## src/rtl/adder_pkg.sv

```systemverilog
// Shared definitions for the word-serial adder: FSM state encoding and index sizing.
package adder_pkg;

    typedef enum logic [1:0] {
        IDLE = 2'd0,
        RUN  = 2'd1,
        DONE = 2'd2
    } state_t;

    // Word index width; a single-word operand still needs a 1-bit counter.
    function automatic int unsigned idx_width(input int unsigned m);
        return (m > 1) ? $clog2(m) : 1;
    endfunction

endpackage

```

## src/rtl/n_bit_adder.sv

```systemverilog
// Combinational N-bit ripple-carry adder shared across all words of a wide add.
module n_bit_adder #(
    parameter int unsigned N = 4
) (
    input  logic [N-1:0] a,
    input  logic [N-1:0] b,
    input  logic         cin,
    output logic [N-1:0] sum_c,
    output logic         cout_c
);

    logic [N:0] carry;

    assign carry[0] = cin;

    for (genvar i = 0; i < N; i++) begin : g_bit
        assign sum_c[i]     = a[i] ^ b[i] ^ carry[i];
        assign carry[i + 1] = (a[i] & b[i]) | (carry[i] & (a[i] ^ b[i]));
    end

    assign cout_c = carry[N];

endmodule

```

## src/rtl/multiword_add_seq.sv

```systemverilog
// Wide (N*M-bit) adder built from one N-bit adder stepped over M cycles, LS word first.
module multiword_add_seq
    import adder_pkg::*;
#(
    parameter int unsigned N = 4,
    parameter int unsigned M = 4
) (
    input  logic           clk,
    input  logic           rst_n,
    input  logic           start,
    input  logic [N*M-1:0] A,
    input  logic [N*M-1:0] B,
    input  logic           Cin,
    output logic           busy,
    output logic           done,
    output logic [N*M-1:0] Sum,
    output logic           Cout
);

    localparam int unsigned W  = N * M;
    localparam int unsigned IW = idx_width(M);

    state_t         state_q, state_d;
    logic [W-1:0]   a_q, a_d;
    logic [W-1:0]   b_q, b_d;
    logic [W-1:0]   acc_q, acc_d;
    logic [W-1:0]   sum_d;
    logic [IW-1:0]  idx_q, idx_d;
    logic           carry_q, carry_d;
    logic           cout_d;
    logic           busy_d;
    logic           done_d;

    logic [N-1:0]   a_word;
    logic [N-1:0]   b_word;
    logic [N-1:0]   add_sum;
    logic           add_cout;

    // Select the operand words addressed by idx
    always_comb begin
        a_word = '0;
        b_word = '0;
        for (int unsigned w = 0; w < M; w++) begin
            if (idx_q == IW'(w)) begin
                a_word = a_q[w*N +: N];
                b_word = b_q[w*N +: N];
            end
        end
    end

    n_bit_adder #(
        .N (N)
    ) u_adder (
        .a      (a_word),
        .b      (b_word),
        .cin    (carry_q),
        .sum_c  (add_sum),
        .cout_c (add_cout)
    );

    // Next-state and next-register values
    always_comb begin
        state_d = state_q;
        a_d     = a_q;
        b_d     = b_q;
        acc_d   = acc_q;
        idx_d   = idx_q;
        carry_d = carry_q;
        sum_d   = Sum;
        cout_d  = Cout;

        case (state_q)
            IDLE, DONE: begin
                if (start) begin
                    a_d     = A;
                    b_d     = B;
                    carry_d = Cin;
                    idx_d   = '0;
                    state_d = RUN;
                end else begin
                    state_d = IDLE;
                end
            end
            RUN: begin
                for (int unsigned w = 0; w < M; w++) begin
                    if (idx_q == IW'(w)) begin
                        acc_d[w*N +: N] = add_sum;
                    end
                end
                carry_d = add_cout;
                idx_d   = idx_q + IW'(1);
                // Last word: publish the whole accumulation at once
                if (idx_q == IW'(M - 1)) begin
                    sum_d   = acc_d;
                    cout_d  = add_cout;
                    idx_d   = '0;
                    state_d = DONE;
                end
            end
            default: begin
                state_d = IDLE;
            end
        endcase

        busy_d = (state_d == RUN);
        done_d = (state_d == DONE);
    end

    always_ff @(posedge clk or negedge rst_n) begin
        if (!rst_n) begin
            state_q <= IDLE;
            a_q     <= '0;
            b_q     <= '0;
            acc_q   <= '0;
            idx_q   <= '0;
            carry_q <= 1'b0;
            Sum     <= '0;
            Cout    <= 1'b0;
            busy    <= 1'b0;
            done    <= 1'b0;
        end else begin
            state_q <= state_d;
            a_q     <= a_d;
            b_q     <= b_d;
            acc_q   <= acc_d;
            idx_q   <= idx_d;
            carry_q <= carry_d;
            Sum     <= sum_d;
            Cout    <= cout_d;
            busy    <= busy_d;
            done    <= done_d;
        end
    end

endmodule

```

## config.mk

```make
export PLATFORM = sky130hd
export DESIGN_NAME = multiword_add_seq
export DESIGN_NICKNAME = d
export VERILOG_FILES = /design/src/rtl/adder_pkg.sv /design/src/rtl/n_bit_adder.sv /design/src/rtl/multiword_add_seq.sv
export SDC_FILE = /design/constraint.sdc
export NUM_CORES = 1
export LEC_CHECK = 0
export BUFFER_PORTS_ARGS = -buffer_cell sky130_fd_sc_hd__buf_2
export CAP_MARGIN = 20
export CELL_PAD_IN_SITES_DETAIL_PLACEMENT = 2
export CELL_PAD_IN_SITES_GLOBAL_PLACEMENT = 2
export CORE_MARGIN = 3
export CORE_UTILIZATION = 35
export CTS_CLUSTER_SIZE = 30
export DETAILED_ROUTE_END_ITERATION = 12
export HOLD_SLACK_MARGIN = 0.03
export PLACE_DENSITY_LB_ADDON = 0.1
export SETUP_SLACK_MARGIN = 0.5
export SLEW_MARGIN = 20
export SYNTH_ARGS = -nofsm -noshare
export SYNTH_HDL_FRONTEND = slang
export SYNTH_HIERARCHICAL = 1
export SYNTH_SLANG_ARGS = --single-unit
```

## constraint.sdc

```tcl
create_clock -name clk -period 3.8 [get_ports clk]
set_input_delay 0.57 -clock clk [delete_from_list [all_inputs] [get_ports clk]]
set_output_delay 0.57 -clock clk [all_outputs]
set_load 0.01 [all_outputs]
```

======== Word-level counts from Yosys, hierarchy flattened ========
Index checks and enable logic that the tools add are counted.
word-level totals
  register bits ........................... 72
  bits in latches ......................... 0
  memory bits (writable) .................. 0
  bits in read-only memories .............. 0
  input port bits ......................... 36
  output and inout bits ................... 19
  logic and storage cells ................. 66
  memories kept ........................... 0
operators by class
  add/subtract/negate cells ............... 1
  multipliers ............................. 0
  divide/modulo/power cells ............... 0
  order comparisons ....................... 0
  eq/ne operators ......................... 8
  shift-type cells ........................ 0
  multiplexer cells ....................... 20
  bitwise logic cells ..................... 20
  reduce and logical (&&, ||, !) cells .... 7
operators with widths
  operator             count
  $mux 4               12
  $and 1x1->1          8
  $eq 2x2->1 const B   4
  $pmux 2 s2           2
  $xor 1x1->1          8
  $eq 2x1->1 const B   3
  $mux 2               3
  $reduce_and 2->1     3
  $logic_not 2->1      2
  $or 1x1->1           4
  $add 2x1->2 const B  1
  $mux 1               2
  $ne 2x2->1 const B   1
  $pmux 1 s2           1
  $reduce_bool 2->1    1
  $reduce_or 2->1      1

======== Longest topological paths before layout ========
Gate-level depths: netlist of run 1.
  word-level depth ........................ 15
  gate-level depth with buffers ........... 17
  mapped depth without buffers ............ 15

======== By module ========
The synthesis of run 1 kept the hierarchy.
modules (own cells, without submodules)
  module             times used  cells an instance  area an instance (sq um)  seq. area each (sq um)
  multiword_add_seq  1           294                3072.9                    1701.6
  n_bit_adder        1           14                 117.6                     0.0

======== Worst setup path after synthesis of run 1 ========
No wires, ideal clock.
  path kind ............................... flip-flop to flip-flop
  start point ............................. register idx_q[0]
  end point ............................... register Sum[3]
  library setup time ...................... 0.083 ns
  data arrival time ....................... 3.196 ns
  required time ........................... 3.717 ns
  setup slack ............................. 0.521 ns
  stages on the path, launching flop included .. 18
  path buffers ............................ 2
  period minus slack after synthesis ...... 3.279 ns
  cell sequence ........................... dfrtp_1 -> inv_1 -> ha_1 -> buf_6 -> nor2b_4 -> buf_6 -> a221oi_1 -> o31ai_1 -> fa_1 -> inv_1 -> fa_1 -> inv_1 -> fa_1 -> inv_1 -> fa_1 -> inv_1 -> mux2i_1 -> o21ai_0
between the ends
  word-level cells in the longest chain between the ends .. 14
  elaborated cells between the ends (all ways) .. 28
  classes of those cells .................. eq/ne: 3; mux: 9; bitwise: 14; reduce/logical: 2
RTL lines
  item                    RTL line                  source
  from (decl)             multiword_add_seq.sv:28   logic [IW-1:0] idx_q, idx_d;
  from (signal assigned)  multiword_add_seq.sv:126  idx_q <= idx_d;
  $logic_not 2->1         multiword_add_seq.sv:44   if (idx_q == IW'(w)) begin
  $mux 4 (3 in series)    multiword_add_seq.sv:44
  $mux 4 *                multiword_add_seq.sv:44
  net a_word[0]           multiword_add_seq.sv:34   logic [N-1:0] a_word;
  $xor 1x1->1             n_bit_adder.sv:18         assign carry[i + 1] = (a[i] & b[i]) | (carry[i] & (a[i] ^ b[i]));
  $and 1x1->1             n_bit_adder.sv:18
  $or 1x1->1 *            n_bit_adder.sv:18
  $and 1x1->1 *           n_bit_adder.sv:18
  $or 1x1->1 *            n_bit_adder.sv:18
  $and 1x1->1 *           n_bit_adder.sv:18
  $or 1x1->1 *            n_bit_adder.sv:18
  $xor 1x1->1 *           n_bit_adder.sv:17         assign sum_c[i] = a[i] ^ b[i] ^ carry[i];
  net add_sum[3]          multiword_add_seq.sv:36   logic [N-1:0] add_sum;
  $mux 4 *                multiword_add_seq.sv:86   if (idx_q == IW'(w)) begin
  to (signal assigned)    multiword_add_seq.sv:128  Sum <= sum_d;
  to (decl)               multiword_add_seq.sv:16   output logic [N*M-1:0] Sum,
Mark *: on every way through the listed nets, which the timed path passes. The rest lies on a longest branch.
A chain may end at the register's enable or synchronous reset.

======== Worst setup path in the final report of run 1 ========
  start point ............................. register idx_q[0]
  end point ............................... register acc_q[3]
between the ends
  elaborated cells between the ends (all ways) .. 27
  classes of those cells .................. eq/ne: 3; mux: 9; bitwise: 14; reduce/logical: 1
RTL lines
  item                  RTL line                  source
  $logic_not 2->1       multiword_add_seq.sv:44
  $mux 4 (3 in series)  multiword_add_seq.sv:44
  $mux 4 *              multiword_add_seq.sv:44
  net b_word[1]         multiword_add_seq.sv:35   logic [N-1:0] b_word;
  $xor 1x1->1           n_bit_adder.sv:18
  $and 1x1->1           n_bit_adder.sv:18
  $or 1x1->1 *          n_bit_adder.sv:18
  $and 1x1->1 *         n_bit_adder.sv:18
  $or 1x1->1 *          n_bit_adder.sv:18
  $xor 1x1->1 *         n_bit_adder.sv:17
  net add_sum[3]        multiword_add_seq.sv:36
  $mux 4 *              multiword_add_seq.sv:86
  to (signal assigned)  multiword_add_seq.sv:114  acc_q <= '0;
  to (signal assigned)  multiword_add_seq.sv:125  acc_q <= acc_d;
  to (decl)             multiword_add_seq.sv:26   logic [W-1:0] acc_q, acc_d;
Marked as above.

==> run_results.csv, run 1 <==
group,metric,value,unit
drt,wl_per_cell,18.3,um
drt,drc_errors,0,
floorplan,num_rows,34,
setup_path,required,4.04,ns
setup_path,worstReg2RegStart,"idx_q[0]",
global_route,grt_pass1_vias,2554,
final_layout,drive_gt1_frac,0.347,
timing,finalSetupTns,0,ns
pwr,p_clk_frac,0.171,
pwr,switching_power,1.84,mW
yosys,ys_warn_count,6,
run_status,outcome,"finished clean",
yosys,synth_cell_type_count,27,
setup_path,r2r_slack,0.50,ns
timing,post-route-period-util,0.868,
floorplan,ios,55,
job,drv_cap,0,
final_layout,final_cell_mix,"nand2_1, dfrtp_1, buf_2, buf_4, mux2i_1",
setup_path,crit_type,"reg -> reg",
global_route,grt_max_degree,45,
final_layout,post-route-util,0.454,
clock_tree,cts-root-buf,"clkbuf_8",
clock_tree,clock_latency,0.35,ns
pwr,switching_share,0.417,
yosys,netlist_area,3190,um^2
yosys,syn_inst,308,
pwr,internal-power,2.57,mW
pwr,pwr_density_cell,1110,nW/um^2
yosys,synth-seq-cells,68,
timing,rsz0062_at_grt,"true",
yosys,avgSynthCellArea,10.4,um^2
clock_tree,ctsHoldBuffers,0,
final_layout,layout_commonest_cell,"nand2_1",
global_route,grt_pass1_wl,13.7,mm
timing,tightest_slew,0.613,ns
clock_tree,tritoncts,"yes",
clock_tree,htreeDepth,3,
global_route,antenna_found_initial,0,
global_route,grt_usage,0.173,
setup_path,timing.rr.end,"acc_q[3]",
yosys,synth_nets,352,
placement,gp_congestion,0.738,
timing,fmax,0.303,GHz
pwr,max-vdd-ir-drop,0.000325,V
timing,fin_crit,3.30,ns
timing,setup_viol_count_final,0,
setup_path,cp_max_fo,7,
pwr,p_comb_frac,0.528,
floorplan,dieArea,10300,um^2
drt,wl_met2,4.49,mm
timing,fin_skew,0.0171,ns
pwr,seqPwrFrac,0.301,
clock_tree,clockBufferDepth,2,
floorplan,start_util,0.362,
setup_path,start_kind,"flop",
drt,maxUsedRoutingLayer,"met4",
drt,ant_nets,0,
placement,dp_hpwl,5.67,mm
final_layout,nets,417,
pwr,leakagePower,2.05,nW
drt,routed_via_density,4.88,
final_layout,area_growth,25.2,%
setup_path,crit_path_end_kind,"flop",
floorplan,core,8810,um^2
floorplan,chipWidth,101,um
global_route,grt-ovfl-total,0,
setup_path,arrival,3.54,ns
clock_tree,cts_made_buffers,9,
drt,wirelength,8.90,mm
clock_tree,clkTransAtPathRegs,0.09,ns
final_layout,n_antenna_cell,0,
drt,met3_length,278,um
yosys,synth-seq-area-share,0.533,
placement,io_buffers,54,
drt,vias,2373,
worst_hold_path,hold_path.class,"in -> async",
setup_path,reg2regPathDepth,14,
drt,drt-met1-wl,3.94,mm
timing,report.final.slew_viol_count,0,
drt,drt-pass1-iter-count,4,
drt,drt-initial-drc-count,59,
clock_tree,cts_sinks,68,
floorplan,die_y,101,um
timing,hold_viol,0,
timing,relSlewSlack,0.591,
## kinds of logic (layout without fill, tap and decap cells)
| logic type | count (synthesis) | count (layout) | synth area share |
|---|---|---|---|
| flops | 68 | 68 | 0.533 |
| fa+ha+maj | 8 | 8 | 0.0408 |
| mux | 29 | 29 | 0.107 |
| buf+inv | 32 | 102 | 0.0588 |
| compound gates | 33 | 33 | 0.0702 |
| simple gates | 138 | 138 | 0.190 |
## worst max-delay path, stage by stage (launching register included)
cell      delay [ns]
dfrtp_1         0.44
buf_6           0.14
ha_4            0.18
nor2b_4         0.23
buf_6           0.15
a221oi_2        0.05
o31ai_1         0.29
inv_1           0.13
fa_2            0.37
inv_2           0.06
fa_2            0.19
inv_2           0.05
fa_1            0.55
inv_2           0.09
mux2_2          0.28
## layout make-up
class	count	area (um^2)
fill	946	4810
inverter	14	52.6
tap	108	135
clock inverter	6	111
timing repair buffer	72	428
multi-input combinational	208	1430
clock buffer	10	138
sequential	68	1700
## power groups by stage
stage               clock [mW]  sequential, mW  combinational [mW]
finish                   0.754            1.33                2.33
global route             0.807            1.37                2.60
CTS                      0.770            1.32                2.04
detailed placement           0            1.33                1.97
global placement             0            1.32                1.91
floorplan                    0            1.29                1.40
## routing by layer
metal  vias up  global-route usage
li1       1124                   -
met1      1188               0.224
met2        47               0.297
met3        14              0.0289
met4         0              0.0552
met5         -                   0
## stage by stage
stage | instances | power [mW] | worst slack, ns | hold WS [ns] | cell area (um^2)
floorplan | 308 | 2.68 | 0.521 | 0.274 | 3190
global placement | 460 | 3.23 | 0.507 | 0.458 | 3520
detailed placement | 460 | 3.31 | 0.325 | 0.468 | 3520
CTS | 478 | 4.12 | 0.513 | 0.403 | 3800
global route | 486 | 4.78 | 0.362 | 0.242 | 3990
finish | 486 | 4.41 | 0.502 | 0.207 | 3990
## cells in the mapped netlist
cell type | instances | area [um^2]
and2b_2 | 1 | 8.76
nor2b_4 | 1 | 13.8
dfrtp_1 | 68 | 1700
buf_2 | 6 | 30.0
a22o_2 | 1 | 10.0
a31oi_1 | 1 | 6.26
nand2_4 | 3 | 33.8
inv_1 | 14 | 52.6
o31ai_1 | 8 | 60.1
o21ai_0 | 14 | 70.1
ha_1 | 4 | 50.1
clkbuf_1 | 4 | 15.0
mux2_4 | 8 | 120
nand3b_4 | 1 | 20.0
nor2_1 | 2 | 7.51
a221oi_1 | 8 | 70.1
a21o_1 | 1 | 7.51
mux2_2 | 9 | 101
buf_6 | 8 | 90.1
fa_1 | 4 | 80.1
nor2b_1 | 8 | 50.1
or2b_1 | 1 | 7.51
nand2_1 | 118 | 443
nor3_1 | 1 | 5.00
and2b_4 | 1 | 10.0
nand2b_1 | 1 | 6.26
mux2i_1 | 12 | 120
## sequential cells by signal, summed over array words and instances (netlist names), 2 cells and up
| signal | cells |
|---|---|
| Sum | 16 |
| idx_q | 2 |
| a_q | 16 |
| b_q | 16 |
| acc_q | 12 |
| state_q | 2 |
## timing repair
action                                  4_1_cts  5_1_grt
endpoints found under the setup margin        7       11
pin swaps                                     0        6
resized for setup                             3       28
setup buffers                                 2        8
## worst max path at each step
stage                         from       end  cells after the start
final                     idx_q[0]  acc_q[3]                     14
after CTS                 idx_q[1]   Sum[11]                     15
after global routing      idx_q[0]   Sum[11]                     15
after global placement    idx_q[1]   Sum[11]                     15
after detailed placement  idx_q[1]   Sum[11]                     15
after floorplan           idx_q[0]    Sum[3]                     17
(Power assumes the default switching activity.)
==> run 2: changes to the inputs <==
--- a/config.mk
+++ b/config.mk
@@ -5,14 +5,16 @@
 export SDC_FILE = /design/constraint.sdc
 export NUM_CORES = 1
 export LEC_CHECK = 0
+export ABC_AREA = 1
 export BUFFER_PORTS_ARGS = -buffer_cell sky130_fd_sc_hd__buf_2
 export CAP_MARGIN = 20
 export CELL_PAD_IN_SITES_DETAIL_PLACEMENT = 2
 export CELL_PAD_IN_SITES_GLOBAL_PLACEMENT = 2
 export CORE_MARGIN = 3
-export CORE_UTILIZATION = 35
+export CORE_UTILIZATION = 32
 export CTS_CLUSTER_SIZE = 30
 export DETAILED_ROUTE_END_ITERATION = 12
+export GPL_TIMING_DRIVEN = 0
 export HOLD_SLACK_MARGIN = 0.03
 export PLACE_DENSITY_LB_ADDON = 0.1
 export SETUP_SLACK_MARGIN = 0.5
==> run_results.csv, run 2 <==
group,metric,value,unit
timing,relSlewSlack,0.707,
yosys,yosysMostFrequentCell,"nand2_1",
yosys,yosysTopAreaCell,"dfrtp_1",
floorplan,start_util,0.337,
placement,dpl.cell_count,578,
drt,drt-initial-drc-count,55,
timing,fin_skew,0.00858,ns
yosys,ys_warn_count,6,
pwr,pwr_density_cell,1040,nW/um^2
timing,setup_viol_count_final,0,
setup_path,cp_max_fo,8,
clock_tree,htreeDepth,3,
yosys,synth_enable_flop_cells,0,
final_layout,final_cell_mix,"nand2_1, dfrtp_1, buf_2, nand3_1, inv_1",
timing,fmax,0.308,GHz
global_route,grt_pass1_vias,3201,
final_layout,fin_cells,609,
setup_path,reg2regPathDepth,19,
yosys,ys_async_sr_fraction,1.00,
timing,tightest_slew,0.440,ns
timing,fin_crit,3.25,ns
global_route,grt-ovfl-total,0,
setup_path,required,4.08,ns
final_layout,reg_top3,"Sum (16), a_q (16), b_q (16)",
yosys,netlist_area,3190,um^2
timing,post-route-period-util,0.855,
yosys,avgSynthCellArea,8.08,um^2
clock_tree,cts-root-buf,"clkbuf_8",
drt,drt-pass1-iter-count,4,
floorplan,die_y,106,um
job,drv_cap,0,
setup_path,start_kind,"flop",
run_status,outcome,"finished clean",
setup_path,r2r_slack,0.55,ns
clock_tree,cts_made_buffers,9,
yosys,synth_top_area_frac,0.533,
yosys,synth-seq-area-share,0.533,
final_layout,n_antenna_cell,0,
yosys,netlist_top_cells_count,"nand2_1, dfrtp_1, inv_1",
setup_path,arrival,3.53,ns
drt,wirelength,9.52,mm
clock_tree,clock_latency,0.35,ns
timing,report.final.slew_viol_count,0,
pwr,max-vdd-ir-drop,0.000333,V
setup_path,cp-startpoint,"idx_q[0]",
setup_path,crit_type,"reg -> reg",
final_layout,area_growth,29.0,%
global_route,grt_max_degree,42,
global_route,antenna_found_initial,0,
drt,vias,2844,
yosys,synth_nets,439,
floorplan,core,9460,um^2
floorplan,num_rows,35,
worst_hold_path,hold_path.class,"in -> async",
pwr,leakagePower,2.20,nW
clock_tree,tritoncts,"yes",
clock_tree,cts_sinks,68,
timing,finalSetupTns,0,ns
placement,dp_hpwl,6.65,mm
clock_tree,clkTransAtPathRegs,0.08,ns
yosys,syn_inst,395,
drt,wl_per_cell,15.6,um
floorplan,dieArea,11200,um^2
setup_path,timing.rr.end,"acc_q[7]",
timing,rsz0062_at_grt,"true",
drt,drc_errors,0,
placement,io_buffers,53,
floorplan,chipWidth,106,um
clock_tree,ctsHoldBuffers,0,
timing,hold_viol,0,
setup_path,crit_end,"acc_q[7]",
final_layout,drive_gt1_frac,0.277,
final_layout,layout_commonest_cell,"nand2_1",
setup_path,crit_path_end_kind,"flop",
global_route,grt_pass1_wl,16.0,mm
final_layout,nets,519,
drt,ant_nets,0,
setup_path,worstReg2RegStart,"idx_q[0]",
clock_tree,clockBufferDepth,2,
floorplan,ios,55,
placement,gp_congestion,0.751,
drt,routed_via_density,4.67,
yosys,synth-seq-cells,68,
yosys,synth_ff_type,"dfrtp_1",
yosys,synth_cell_type_count,18,
global_route,grt_usage,0.183,
yosys,synth.area.top_cells,"dfrtp_1, nand2_1, nand3_1, inv_1, a21oi_1",
final_layout,post-route-util,0.435,
==> run 2: where the power goes <==
group          total, mW  switching [mW]  leakage [nW]  internal, mW
combinational       2.40            1.49          1.25         0.903
sequential          1.21           0.153         0.847          1.06
clock              0.662           0.288         0.112         0.374
==> run 2: repair_timing <==
action	4_1_cts	5_1_grt
gates resized for setup	35	16
cloned	0	0
endpoints found under the setup margin	15	7
setup buffers	8	7
pin swaps	3	7
==> run 2: critical path, stage by stage (launching register included) <==
cell,delay [ns]
dfrtp_1,0.42
ha_2,0.20
buf_8,0.13
buf_12,0.13
a21oi_2,0.12
nand2_1,0.09
nand2_1,0.08
nand2_2,0.08
fa_2,0.39
inv_2,0.06
fa_2,0.18
inv_2,0.04
fa_2,0.33
inv_2,0.06
fa_1,0.42
inv_2,0.14
nand2_2,0.08
o21ai_2,0.07
nand2_1,0.08
o21ai_1,0.07
==> run 2: stage by stage <==
step	setup slack [ns]	power [mW]	hold WS [ns]	cell area, um^2
after CTS	0.509	4.15	0.140	4030
after floorplan	0.710	2.49	0.274	3190
after detailed placement	0.00168	3.21	0.459	3640
final	0.552	4.27	0.133	4120
after global placement	0.112	3.11	0.455	3620
after global routing	0.386	4.70	0.141	4120
==> run 2: cells by family after synthesis <==
| kind of cell | after synthesis | share of synthesized area |
|---|---|---|
| flip-flops | 68 | 0.533 |
| adder cells (fa/ha/maj) | 8 | 0.0408 |
| AND/OR/NAND/NOR | 206 | 0.264 |
| buffers and inverters | 60 | 0.0788 |
| AO/OA/AOI/OAI | 53 | 0.0831 |
==> run 2: final cells by class <==
| type | count | area (um^2) |
|---|---|---|
| Clock inverter | 3 | 42.5 |
| Sequential cell | 68 | 1700 |
| Inverter | 39 | 151 |
| Timing Repair Buffer | 69 | 400 |
| Clock buffer | 13 | 179 |
| Buffer | 21 | 165 |
| Fill cell | 1104 | 5340 |
| Tap cell | 129 | 161 |
| Multi-Input combinational cell | 267 | 1320 |
==> run 2: layer usage <==
metal	routed length, um	share of wire	track usage
met5	0	0	0
met4	113	0.012	0.0527
met3	311	0.033	0.0361
met2	5000	0.52	0.333
met1	4100	0.43	0.219
==> run 2: worst min path at each step <==
stage | end | cells past startpoint | from | slack, ns
after floorplan | Cout | 0 | rst_n | 0.27
after global placement | b_q[12] | 2 | b_q[12] | 0.46
after CTS | acc_q[0] | 1 | rst_n | 0.14
final | acc_q[0] | 1 | rst_n | 0.13
after global routing | acc_q[0] | 1 | rst_n | 0.14
after detailed placement | a_q[12] | 2 | a_q[12] | 0.46
==> run 3: changes to the inputs <==
--- a/config.mk
+++ b/config.mk
@@ -8,10 +8,10 @@
 export ABC_AREA = 1
 export BUFFER_PORTS_ARGS = -buffer_cell sky130_fd_sc_hd__buf_2
 export CAP_MARGIN = 20
-export CELL_PAD_IN_SITES_DETAIL_PLACEMENT = 2
-export CELL_PAD_IN_SITES_GLOBAL_PLACEMENT = 2
+export CELL_PAD_IN_SITES_DETAIL_PLACEMENT = 0
+export CELL_PAD_IN_SITES_GLOBAL_PLACEMENT = 1
 export CORE_MARGIN = 3
-export CORE_UTILIZATION = 32
+export CORE_UTILIZATION = 41
 export CTS_CLUSTER_SIZE = 30
 export DETAILED_ROUTE_END_ITERATION = 12
 export GPL_TIMING_DRIVEN = 0
==> run_results.csv, run 3 (synthesis results as in run 2) <==
group,metric,value,unit
floorplan,num_rows,31,
timing,finalSetupTns,0,ns
drt,ant_nets,0,
placement,io_buffers,53,
global_route,grt_pass1_vias,2528,
pwr,p_comb_frac,0.516,
drt,routed_via_density,4.73,
pwr,leakagePower,2.22,nW
drt,wl_met2,3.72,mm
drt,wirelength,7.64,mm
setup_path,start_kind,"flop",
final_layout,n_antenna_cell,0,
final_layout,layout_commonest_cell,"nand2_1",
floorplan,ios,55,
global_route,grt_max_degree,39,
setup_path,slowest_delay,0.46,ns
clock_tree,clkTransAtPathRegs,0.08,ns
pwr,seqPwrFrac,0.281,
floorplan,chipWidth,94.2,um
setup_path,arrival,3.45,ns
pwr,internal-power,2.51,mW
setup_path,path_cells,"ha_4 -> buf_8 -> buf_8 -> a21oi_2 -> nand2_2 -> nand2_2 -> nand2_2 -> fa_2 -> inv_2 -> fa_2 -> inv_2 -> fa_2 -> inv_2 -> fa_1 -> inv_2 -> nand2_2 -> o21ai_2 -> nand2_1 -> o21ai_1",
timing,tightest_slew,0.440,ns
pwr,max-vdd-ir-drop,0.000341,V
setup_path,crit_buf_inv,6,
pwr,switching_power,1.81,mW
placement,gp_congestion,0.795,
job,drv_cap,0,
pwr,switching_share,0.419,
setup_path,worst-path-stages,19,
timing,post-route-period-util,0.838,
drt,met3_length,327,um
timing,report.final.slew_viol_count,0,
timing,fin_skew,0.00866,ns
global_route,grt_usage,0.178,
clock_tree,htreeDepth,3,
final_layout,reg_top3,"Sum (16), a_q (16), b_q (16)",
drt,drc_errors,0,
global_route,grt_pass1_wl,12.1,mm
timing,timing.final.ws_setup,0.616,ns
timing,fin_crit,3.18,ns
floorplan,dieArea,8880,um^2
timing,hold_viol,0,
drt,drt-initial-drc-count,72,
floorplan,die_y,94.2,um
drt,maxUsedRoutingLayer,"met4",
worst_hold_path,hold_path.class,"in -> async",
final_layout,final_cell_mix,"nand2_1, dfrtp_1, buf_2, nand3_1, inv_1",
setup_path,crit_type,"reg -> reg",
pwr,p_clk_frac,0.202,
setup_path,cpMaxStageDelayCell,"dfrtp_2",
final_layout,drive_gt1_frac,0.283,
drt,wl_per_cell,13.3,um
clock_tree,cts-root-buf,"clkbuf_8",
setup_path,required,4.07,ns
timing,fmax,0.314,GHz
pwr,pwr_density_cell,1040,nW/um^2
setup_path,cp_top_family,"adder cells",
setup_path,crit_path_end_kind,"flop",
run_status,outcome,"finished clean",
drt,drt-met1-wl,3.48,mm
global_route,grt-ovfl-total,0,
floorplan,start_util,0.431,
timing,setup_viol_count_final,0,
floorplan,core,7410,um^2
final_layout,nets,516,
timing,rsz0062_at_grt,"true",
placement,dp_hpwl,5.37,mm
setup_path,reg2regPathDepth,19,
final_layout,area_growth,29.6,%
clock_tree,clockBufferDepth,2,
drt,drt-pass1-iter-count,4,
setup_path,cp_max_fo,7,
clock_tree,cts_made_buffers,9,
timing,relSlewSlack,0.707,
global_route,antenna_found_initial,0,
drt,vias,2722,
placement,dp_worst_setup_slack,0.169,ns
clock_tree,cts_sinks,68,
clock_tree,clock_latency,0.34,ns
clock_tree,tritoncts,"yes",
-- run 3: cell types whose count changed in the layout (fill, tap and decap cells not counted), moves of 2 or more --
cell / change
buf_4: -2
bufinv_16: +4
nand2_2: +3
clkbuf_8: -4
nand2_1: -3
-- run 3: layer usage --
| layer | vias up | track usage |
|---|---|---|
| met5 | - | 0 |
| met4 | 0 | 0.0698 |
| li1 | 1382 | - |
| met2 | 55 | 0.287 |
| met3 | 12 | 0.0304 |
| met1 | 1273 | 0.239 |
-- run 3: metrics by stage --
step,hold slack [ns],total power [mW],cells,area [um^2],utilization
finish,0.155,4.32,576,4140,0.559
floorplan,0.274,2.49,395,3190,-
detailed placement,0.460,3.08,548,3600,0.486
global placement,0.455,3.04,547,3580,0.483
CTS,0.172,4.09,566,3970,0.535
global route,0.185,4.71,576,4140,0.559
-- run 3: repair_timing --
action,CTS,global route
pin swaps,1,10
gates resized for setup,19,37
setup endpoints to repair,7,9
setup buffers,2,10
hold buffers,0,0
-- run 3: final timing paths --
| kind | start | end | slack, ns |
|---|---|---|---|
| setup / recovery | idx_q[0] | acc_q[7] | 0.62 |
| hold / removal | rst_n | acc_q[0] | 0.16 |
| setup reg to reg | idx_q[0] | acc_q[7] | 0.62 |
| hold reg to reg | Sum[5] | Sum[5] | 0.47 |
| max in group asynchronous | rst_n | a_q[6] | 3.10 |
| min in group clk | B[2] | b_q[2] | 0.46 |
-- run 3: power by group through the flow --
stage	Combinational, mW	Clock (mW)	Sequential, mW
2_1_floorplan	1.25	0	1.24
3_3_place_gp	1.83	0	1.21
3_5_place_dp	1.86	0	1.22
4_1_cts	2.00	0.883	1.21
5_1_grt	2.54	0.918	1.25
6_report	2.23	0.874	1.22
-- run 3: area by class of cell --
cell class              count  area (um^2)
well taps                  99          124
flip-flops and latches     68         1700
repair buffers             66          375
fillers                   742         3270
clock buffers              10          138
plain buffers              21          150
multi-input cells         267         1340
clock inverters             6          159
inverters                  39          151
